<file path="config.mk">
export PLATFORM = sky130hd
export DESIGN_NAME = sum_series_sched_flat
export DESIGN_NICKNAME = d
export VERILOG_FILES = /design/src/rtl/sum_series_sched_if.sv /design/src/rtl/sum_series_sched.sv /design/src/flat_wrapper.sv
export SDC_FILE = /design/constraint.sdc
export NUM_CORES = 1
export LEC_CHECK = 0
export CAP_MARGIN = 20
export CORE_ASPECT_RATIO = 1.4
export CORE_MARGIN = 3
export CORE_UTILIZATION = 39
export DETAILED_ROUTE_END_ITERATION = 8
export GPL_ROUTABILITY_DRIVEN = 1
export PLACE_DENSITY = 0.81
export SLEW_MARGIN = 20
export SYNTH_ARGS = -nofsm -noshare
export SYNTH_HDL_FRONTEND = slang
export SYNTH_SLANG_ARGS = --single-unit
</file>
<file path="constraint.sdc">
create_clock -name Clk -period 1.7 [get_ports Clk]
set_input_delay 0.34 -clock Clk [delete_from_list [all_inputs] [get_ports Clk]]
set_output_delay 0.34 -clock Clk [all_outputs]
set_load 0.005 [all_outputs]
</file>
<file path="src/rtl/sum_series_sched_if.sv">
// Bundle between the scheduler, its requesters and the shared sum_series datapath.
// The scheduler takes the slave view; the requester/datapath side takes the master view.
interface sum_series_sched_if #(
    parameter int NREQ = 4,
    parameter int W    = 8
);
    logic [NREQ-1:0]   Req;
    logic [NREQ*W-1:0] NIn;
    logic [NREQ-1:0]   Ack;
    logic [NREQ-1:0]   Done;
    logic              Err;
    logic [W-1:0]      Result;
    logic              Busy;
    logic [W-1:0]      Data_in;
    logic              LoadN;
    logic              Clear;
    logic              LoadR;
    logic              IncC;
    logic              CltN;
    logic [W-1:0]      Rw;

    modport slave (
        input  Req, NIn, CltN, Rw,
        output Ack, Done, Err, Result, Busy, Data_in, LoadN, Clear, LoadR, IncC
    );

    modport master (
        output Req, NIn, CltN, Rw,
        input  Ack, Done, Err, Result, Busy, Data_in, LoadN, Clear, LoadR, IncC
    );
endinterface

</file>
<file path="src/rtl/sum_series_sched.sv">
// Round-robin scheduler sharing one sum_series datapath among NREQ requesters.
// Drives the datapath strobes from CltN and returns the captured sum with a done pulse.
module sum_series_sched #(
    parameter int NREQ = 4,
    parameter int W    = 8
) (
    input  logic              Clk,
    input  logic              Rst,
    sum_series_sched_if.slave bus
);
    localparam int IW = (NREQ > 1) ? $clog2(NREQ) : 1;
    localparam logic [W-1:0] SC_MAX = '1;

    typedef enum logic [2:0] {IDLE, LOAD, CHECK, STEP, DONE} state_t;

    state_t          state;
    logic [IW-1:0]   ptr;
    logic [IW-1:0]   idx;
    logic [W-1:0]    sc;
    logic [W-1:0]    sum_hold;
    logic            abort;

    logic            found;
    logic [IW-1:0]   pick;
    logic [IW-1:0]   cand;

    function automatic logic [IW-1:0] wrap_inc(input logic [IW-1:0] i);
        if (i == IW'(NREQ - 1)) return '0;
        return i + 1'b1;
    endfunction

    function automatic logic [NREQ-1:0] onehot(input logic [IW-1:0] i);
        logic [NREQ-1:0] v;
        v    = '0;
        v[i] = 1'b1;
        return v;
    endfunction

    // Scan from ptr upward, wrapping, and take the first pending request.
    always_comb begin
        found = 1'b0;
        pick  = ptr;
        cand  = '0;
        for (int k = 0; k < NREQ; k++) begin
            cand = IW'((int'(ptr) + k) % NREQ);
            if (!found && bus.Req[cand]) begin
                found = 1'b1;
                pick  = cand;
            end
        end
    end

    always_ff @(posedge Clk) begin
        if (Rst) begin
            state    <= IDLE;
            ptr      <= '0;
            idx      <= '0;
            sc       <= '0;
            sum_hold <= '0;
            abort    <= 1'b0;
        end else begin
            case (state)
                IDLE: begin
                    if (found) begin
                        idx   <= pick;
                        state <= LOAD;
                    end
                end
                LOAD: begin
                    ptr   <= wrap_inc(idx);
                    sc    <= '0;
                    state <= CHECK;
                end
                CHECK: begin
                    if (bus.CltN && sc != SC_MAX) begin
                        state <= STEP;
                    end else begin
                        // CltN still high here means the step budget ran out.
                        abort    <= bus.CltN;
                        sum_hold <= bus.Rw;
                        state    <= DONE;
                    end
                end
                STEP: begin
                    sc    <= sc + 1'b1;
                    state <= CHECK;
                end
                DONE: begin
                    abort <= 1'b0;
                    state <= IDLE;
                end
                default: state <= IDLE;
            endcase
        end
    end

    always_comb begin
        bus.LoadN   = (state == LOAD);
        bus.Clear   = (state == LOAD);
        bus.LoadR   = (state == STEP);
        bus.IncC    = (state == STEP);
        bus.Busy    = (state != IDLE);
        bus.Err     = (state == DONE) && abort;
        bus.Ack     = (state == LOAD) ? onehot(idx) : '0;
        bus.Done    = (state == DONE) ? onehot(idx) : '0;
        bus.Data_in = (state == LOAD) ? bus.NIn[idx*W +: W] : '0;
        bus.Result  = sum_hold;
    end
endmodule

</file>
<file path="src/flat_wrapper.sv">
// flat-port wrapper written by rule: the top's interface ports become plain ports
module sum_series_sched_flat 
#(
    parameter int NREQ = 4,
    parameter int W    = 8
)
  (Clk, Rst, bus_Req, bus_NIn, bus_CltN, bus_Rw, bus_Ack, bus_Done, bus_Err, bus_Result, bus_Busy, bus_Data_in, bus_LoadN, bus_Clear, bus_LoadR, bus_IncC);
  sum_series_sched_if #(.NREQ(NREQ), .W(W)) bus_i ();
  input  logic Clk;
  input  logic Rst;
  input wire logic [$bits(bus_i.Req)-1:0] bus_Req;
  input wire logic [$bits(bus_i.NIn)-1:0] bus_NIn;
  input wire logic [$bits(bus_i.CltN)-1:0] bus_CltN;
  input wire logic [$bits(bus_i.Rw)-1:0] bus_Rw;
  output wire logic [$bits(bus_i.Ack)-1:0] bus_Ack;
  output wire logic [$bits(bus_i.Done)-1:0] bus_Done;
  output wire logic [$bits(bus_i.Err)-1:0] bus_Err;
  output wire logic [$bits(bus_i.Result)-1:0] bus_Result;
  output wire logic [$bits(bus_i.Busy)-1:0] bus_Busy;
  output wire logic [$bits(bus_i.Data_in)-1:0] bus_Data_in;
  output wire logic [$bits(bus_i.LoadN)-1:0] bus_LoadN;
  output wire logic [$bits(bus_i.Clear)-1:0] bus_Clear;
  output wire logic [$bits(bus_i.LoadR)-1:0] bus_LoadR;
  output wire logic [$bits(bus_i.IncC)-1:0] bus_IncC;
  assign bus_i.Req = bus_Req;
  assign bus_i.NIn = bus_NIn;
  assign bus_i.CltN = bus_CltN;
  assign bus_i.Rw = bus_Rw;
  assign bus_Ack = bus_i.Ack;
  assign bus_Done = bus_i.Done;
  assign bus_Err = bus_i.Err;
  assign bus_Result = bus_i.Result;
  assign bus_Busy = bus_i.Busy;
  assign bus_Data_in = bus_i.Data_in;
  assign bus_LoadN = bus_i.LoadN;
  assign bus_Clear = bus_i.Clear;
  assign bus_LoadR = bus_i.LoadR;
  assign bus_IncC = bus_i.IncC;
  sum_series_sched #(.NREQ(NREQ), .W(W)) u_core (.Clk(Clk), .Rst(Rst), .bus(bus_i));
endmodule
</file>
==> out/metrics.yaml, run 1 <==
yosys_register_bits: 24
die_w_um: 57.80
min_path_type: "reg -> reg"
yosys-top-cells-area: "dfxtp_1, mux4_2, a21oi_1, nor2b_1, ha_1"
yosysTopAreaCell: "dfxtp_1"
rrSetupSlack_ps: 90
die_area_um2: 4538
syn_avg_cell_area_um2: 8.568
cts_buffer_depth: 2
place_hpwl_um: 3372
worstSetupEndpointType: "output port"
grt_usage_pct: 20.90
synth_cell_types: 36
synth.net_count: 223
num_rows: 25
wl_per_cell_um: 16.23
cts_buffers: 3
r2r_end: "u_core.abort"
status: "complete, but fails checks"
startpoint: "u_core.idx[0]"
syn_inst: 171
cts_tree: "built"
clockRootBuffer: "clkbuf_8"
drv_cap: 0
cts.sinks: 24
post-route-drc-count: 0
ant_nets: 0
worstPathRequired_ps: 1360
async_reset_ff_share_pct: 0
ir_drop_mv: 0.6457
relSlewSlack_pct: 74.48
portBuffers: 76
rsz0062_at_grt: "true"
chipHeight_um: 78.52
slew_violations: 0
leakage_nw: 1.146
drt_pass1_iterations: 4
power-per-cell-area_nw_per_um2: 672.4
diodes: 0
path_max_fanout: 5
setup_violations: 18
synth_top_area_share_pct: 32.79
cp_data_arrival_time_ps: 1620
critPathKind: "reg -> out"
gp_congestion: 0.7801
path_clk_slew_ps: 80
postLayoutCoreUtil_pct: 80.25
final_hold_viol_count: 0
start_util_pct: 41.82
fp.coreArea_um2: 3503
synth_edf_count: 0
min_to: "u_core.idx[0]"
yosys-top-cells-count: "dfxtp_1, a21oi_1, nor2b_1"
tightestPinTransition_ps: 377.8
critPathLaunchType: "flop"
period_needed_ps: 1961
fin_ws_ps: -261.3
synthesis.area_um2: 1465
ys.flop_type: "dfxtp_1"
drt_iter0_drc: 19
routed_via_density: 5.344
nets: 336
fmax_mhz: 509.9
worstHoldPathCells: 2
synth-seq-area-share_pct: 32.79
min_from: "u_core.idx[0]"
rr_worst_depth: 7
final.setup_skew_ps: 2.427
violations: "setup timing"
clock_latency_ps: 270
yosysMostFrequentCell: "dfxtp_1"
grt-ovfl-total: 0
drive_gt1_share_pct: 38.52
yosysWarnings: 0
synthToLayoutAreaGrowth_pct: 91.89
rr_startpoint: "u_core.state[1]"
ios: 77
cts-htree-levels: 1
antenna_found_initial: 0
via_count: 1726
period_share_pct: 115.4
power_mw: 1.891
routed_wl_um: 5243
grt_start_max_net_pins: 15
grt_pass1_vias: 1696
grt_pass1_wl_um: 7500
layout by cell type (no fill, tap or decap), types with 10 or more instances in the layout:
| master | count |
|---|---|
| a21oi_1 | 20 |
| buf_4 | 20 |
| buf_6 | 29 |
| clkdlybuf4s50_1 | 54 |
| dfxtp_1 | 20 |
| nand2_1 | 10 |
| nand3_1 | 10 |
| nor2_1 | 10 |
per-stage QoR:
step | instance area [µm²] | hold slack (ps) | setup TNS [ps] | worst slack, ps | cells
after CTS | 2604 | 481.8 | -2569 | -247.5 | 317
final | 2811 | 479.4 | -2867 | -261.3 | 323
after global routing | 2811 | 508.9 | -3714 | -315.8 | 323
after floorplan | 1465 | 468.0 | 0 | 66.70 | 171
after detailed placement | 2411 | 466.9 | -4518 | -493.5 | 300
after global placement | 2411 | 461.8 | -4225 | -455.4 | 300
worst max-delay path: stages (launching register included):
cell     delay [ps]
dfxtp_2         360
buf_6           140
buf_4           110
mux4_2          470
nor2b_1         140
buf_2           120
worst max-delay path by stage:
stage,slack (ps),cells after the start,endpoint
detailed placement,-490,4,bus_Data_in[4]
CTS,-250,5,bus_Data_in[4]
floorplan,70,3,bus_Data_in[0]
global placement,-460,4,bus_Data_in[4]
global route,-320,5,bus_Data_in[6]
finish,-260,5,bus_Data_in[6]
flip-flops by register name (all words and copies together), names as in the netlist:
| register | cells |
|---|---|
| u_core.bus.Result | 8 |
| u_core.idx | 2 |
| u_core.abort | 1 |
| u_core.ptr | 2 |
| u_core.state | 3 |
| u_core.sc | 8 |
repair_timing:
action                     in CTS  in global routing
setup buffers                  13                  6
gates resized for setup       101                 48
hold endpoints to repair        0                  0
setup endpoints to repair      22                 19
pin swaps                       4                  5
hold buffers                    0                  0
where the power goes:
group | leakage (nW) | total [mW] | internal (mW) | switching, mW
Combinational | 0.914 | 0.778 | 0.471 | 0.307
Clock | 0.0357 | 0.499 | 0.315 | 0.184
Sequential | 0.196 | 0.613 | 0.591 | 0.0227
Total | 1.15 | 1.89 | 1.38 | 0.514
area by class of cell:
| class | instances | area (µm²) |
|---|---|---|
| Clock buffer | 3 | 41.29 |
| Timing Repair Buffer | 118 | 1119 |
| Fill cell | 225 | 691.9 |
| Sequential cell | 24 | 485.5 |
| Multi-Input combinational cell | 131 | 1059 |
| Clock inverter | 1 | 30.03 |
| Inverter | 6 | 27.53 |
| Tap cell | 40 | 50.05 |
per-layer routing:
layer	global-route usage (%)	wire length (µm)
met4	8.353	73
met3	6.086	433
met5	0	0
met2	39.82	2865
met1	20.18	1871
logic make-up (layout without fill, tap and decap cells):
family	Yosys count	in the layout	share of synthesized area [%]
buffers and inverters	16	128	4.952
multiplexers	8	8	12.30
adder cells (fa/ha/maj)	5	5	4.270
AO/OA/AOI/OAI	43	43	17.16
flip-flops	24	24	32.79
AND/OR/NAND/NOR	75	75	28.52
No activity file was read; power rests on OpenSTA's default activity.
==> run 2, diff against run 1 <==
- PLACE_DENSITY: 0.81 -> 0.77
- SETUP_SLACK_MARGIN: default -> 0.4
==> run 2 against run 1 <==
The flow now stops in global routing (5_1_grt). Synthesized cell count did not move. Area after synthesis did not move.
==> out/metrics.yaml, run 2 <==
status: "stopped before the end"
failed_stage: "global routing (5_1_grt)"
error: "[ERROR DPL-0038] Utilization greater than 100%, impossible to legalize"
yosysWarnings: 0
synth-seq-area-share_pct: 32.79
synth_edf_count: 0
ys.flop_type: "dfxtp_1"
crit_endpoint: "bus_Data_in[6]"
yosysMostFrequentCell: "dfxtp_1"
clockRootBuffer: "clkbuf_8"
async_reset_ff_share_pct: 0
syn_avg_cell_area_um2: 8.568
synth_cell_types: 36
yosys_register_bits: 24
portBuffers: 76
ios: 77
grt_start_max_net_pins: 17
die_w_um: 57.80
cts-htree-levels: 1
yosysTopAreaCell: "dfxtp_1"
placed_cells: 303
cts_buffers: 3
place_hpwl_um: 3556
gp_congestion: 0.8230
yosys-top-cells-area: "dfxtp_1, mux4_2, a21oi_1, nor2b_1, ha_1"
yosys-top-cells-count: "dfxtp_1, a21oi_1, nor2b_1"
chipHeight_um: 78.52
cts.sinks: 24
num_rows: 25
synth_top_area_share_pct: 32.79
timing.worst_endpoint.kind: "output port"
synthesis.area_um2: 1465
placed_area_um2: 2545
synth.net_count: 223
start_util_pct: 41.82
syn_inst: 171
cts_buffer_depth: 2
-- run 2: cell families after synthesis --
family / Yosys count / share of synthesized area [%]
AOI/OAI and AO/OA: 43 / 17.16
buffers and inverters: 16 / 4.952
and+or+nand+nor: 75 / 28.52
adders and majority gates: 5 / 4.270
DFF: 24 / 32.79
muxes: 8 / 12.30
-- run 2: stage by stage --
stage          worst slack (ps)  setup TNS, ps  utilization, %
2_1_floorplan             231.1              0               -
3_3_place_gp             -419.4          -4645           72.64
3_5_place_dp             -444.0          -5080           72.64
4_1_cts                  -235.8          -2460           89.96
-- run 2: timing repair --
item | 4_1_cts
setup buffers | 37
gates cloned | 1
gates resized for setup | 192
pin swaps | 46
setup endpoints to repair | 48
hold buffers | 0
==> run 3, diff against run 2 <==
- CORE_ASPECT_RATIO: 1.4 -> default
- CORE_UTILIZATION: 39 -> 25
- PLACE_DENSITY: 0.77 -> default
- PLACE_DENSITY_LB_ADDON: default -> 0.15
- SETUP_SLACK_MARGIN: 0.4 -> default
==> run 3 against run 2 <==
The flow now finishes, with violations (setup timing).
==> out/metrics.yaml, run 3 (synthesized netlist as in run 1, its figures left out) <==
status: "complete, but fails checks"
violations: "setup timing"
ant_nets: 0
power-per-cell-area_nw_per_um2: 609.6
register_area_um2: 488.0
routed_wl_um: 4906
placed_area_um2: 2519
critPathBufInv: 3
layout_common_cells: "clkdlybuf4s50_1, buf_4, a21oi_1"
nets: 332
grt-ovfl-total: 0
cts-htree-levels: 1
drv_cap: 0
num_rows: 27
fin_ws_ps: -177.7
gp_congestion: 0.7315
startpoint: "u_core.state[1]"
ir_drop_mv: 0.3079
min_path_type: "reg -> reg"
endpoint: "bus_Data_in[3]"
die_area_um2: 6815
multi_input_area_um2: 998.5
critPathMaxStageDelay_ps: 430
critPathKind: "reg -> out"
critical-path-top-delay-family: "simple AND/OR/NAND/NOR gates"
start_util_pct: 26.29
rr_startpoint: "u_core.state[1]"
worstHoldPathCells: 2
routed_via_density: 4.746
rr_worst_depth: 6
postLayoutCoreUtil_pct: 49.38
clock_latency_ps: 260
cts_buffer_depth: 2
crit_chain: "or3b_4 > buf_6 > buf_4 > nor2b_1 > buf_2"
diodes: 0
rrSetupSlack_ps: 150
place_ws_ps: -451.6
final_hold_viol_count: 0
via_count: 1661
wl_per_cell_um: 14.02
ios: 77
grt_pass1_vias: 1616
fp.coreArea_um2: 5574
relSlewSlack_pct: 74.73
chipHeight_um: 82.56
period_share_pct: 110.5
cts_tree: "built"
critPathLaunchType: "flop"
grt_usage_pct: 14.49
r2r_end: "u_core.abort"
period_needed_ps: 1878
cts_hold_buf: 0
drt_iter0_drc: 36
drive_gt1_share_pct: 34.53
path_max_fanout: 6
setup_violations: 18
portBuffers: 76
leakage_nw: 1.086
post-route-drc-count: 0
place_hpwl_um: 3572
design_area_um2: 2753
grt_pass1_wl_um: 7700
final_common_cell: "clkdlybuf4s50_1"
grt_start_max_net_pins: 13
drt_pass1_iterations: 4
synthToLayoutAreaGrowth_pct: 87.87
fmax_mhz: 532.6
worst_path_max_delay_cell: "or3b_4"
cp_data_arrival_time_ps: 1540
worstPathRequired_ps: 1360
path_clk_slew_ps: 80
power_mw: 1.678
final.setup_skew_ps: 2.110
tightestPinTransition_ps: 379.0
slew_violations: 0
cts.sinks: 24
clockRootBuffer: "clkbuf_8"
die_w_um: 82.56
worstSetupEndpointType: "output port"
num-fill-cells: 553
cp_num_cells: 5
cts_buffers: 3
rsz0062_at_grt: "true"
timing.setup.tns_ps: -1646
antenna_found_initial: 0
## run 3: layout make-up
type / instances / share of cell area, %
Timing Repair Buffer: 114 / 40.23
Inverter: 6 / 1.000
Sequential cell: 24 / 17.73
Tap cell: 72 / 3.273
Clock buffer: 3 / 1.500
Multi-Input combinational cell: 131 / 36.27
## run 3: routing by layer
layer  global-route usage (%)  up-vias  part of all wire (%)
met2                    24.20       74                    43
met5                        0        -                     0
met1                    17.60      749                    42
met4                    3.431        0                  0.79
met3                    5.423        5                    15
li1                         -      833                     -
## run 3: worst min-delay path, cell delays in order, from the launching register on
cell	delay, ps
dfxtp_1	320
o21ai_0	60
a21oi_1	60
## run 3: power by group
part | switching (mW) | internal [mW] | total (mW)
logic | 0.272 | 0.457 | 0.729
registers | 0.0239 | 0.590 | 0.614
clock network | 0.176 | 0.159 | 0.335
## run 3: worst min path at each step
stage / start / end / slack, ps
2_1_floorplan: u_core.sc[7] / u_core.sc[7] / 470
3_3_place_gp: u_core.bus.Result[7] / u_core.bus.Result[7] / 470
3_5_place_dp: u_core.bus.Result[7] / u_core.bus.Result[7] / 470
4_1_cts: u_core.bus.Result[7] / u_core.bus.Result[7] / 490
5_1_grt: u_core.sc[7] / u_core.sc[7] / 520
6_report: u_core.bus.Result[7] / u_core.bus.Result[7] / 480
## run 3: metrics by stage
| stage | hold slack [ps] | std cells |
|---|---|---|
| after floorplan | 468.0 | 171 |
| after global placement | 467.1 | 336 |
| after detailed placement | 468.5 | 336 |
| after CTS | 485.1 | 349 |
| after global routing | 524.7 | 350 |
| final | 483.3 | 350 |
## run 3: repair_timing
item,4_1_cts,5_1_grt
gates cloned,1,0
setup endpoints to repair,22,19
buffers inserted,10,2
pin swaps,8,1
resized for setup,121,7
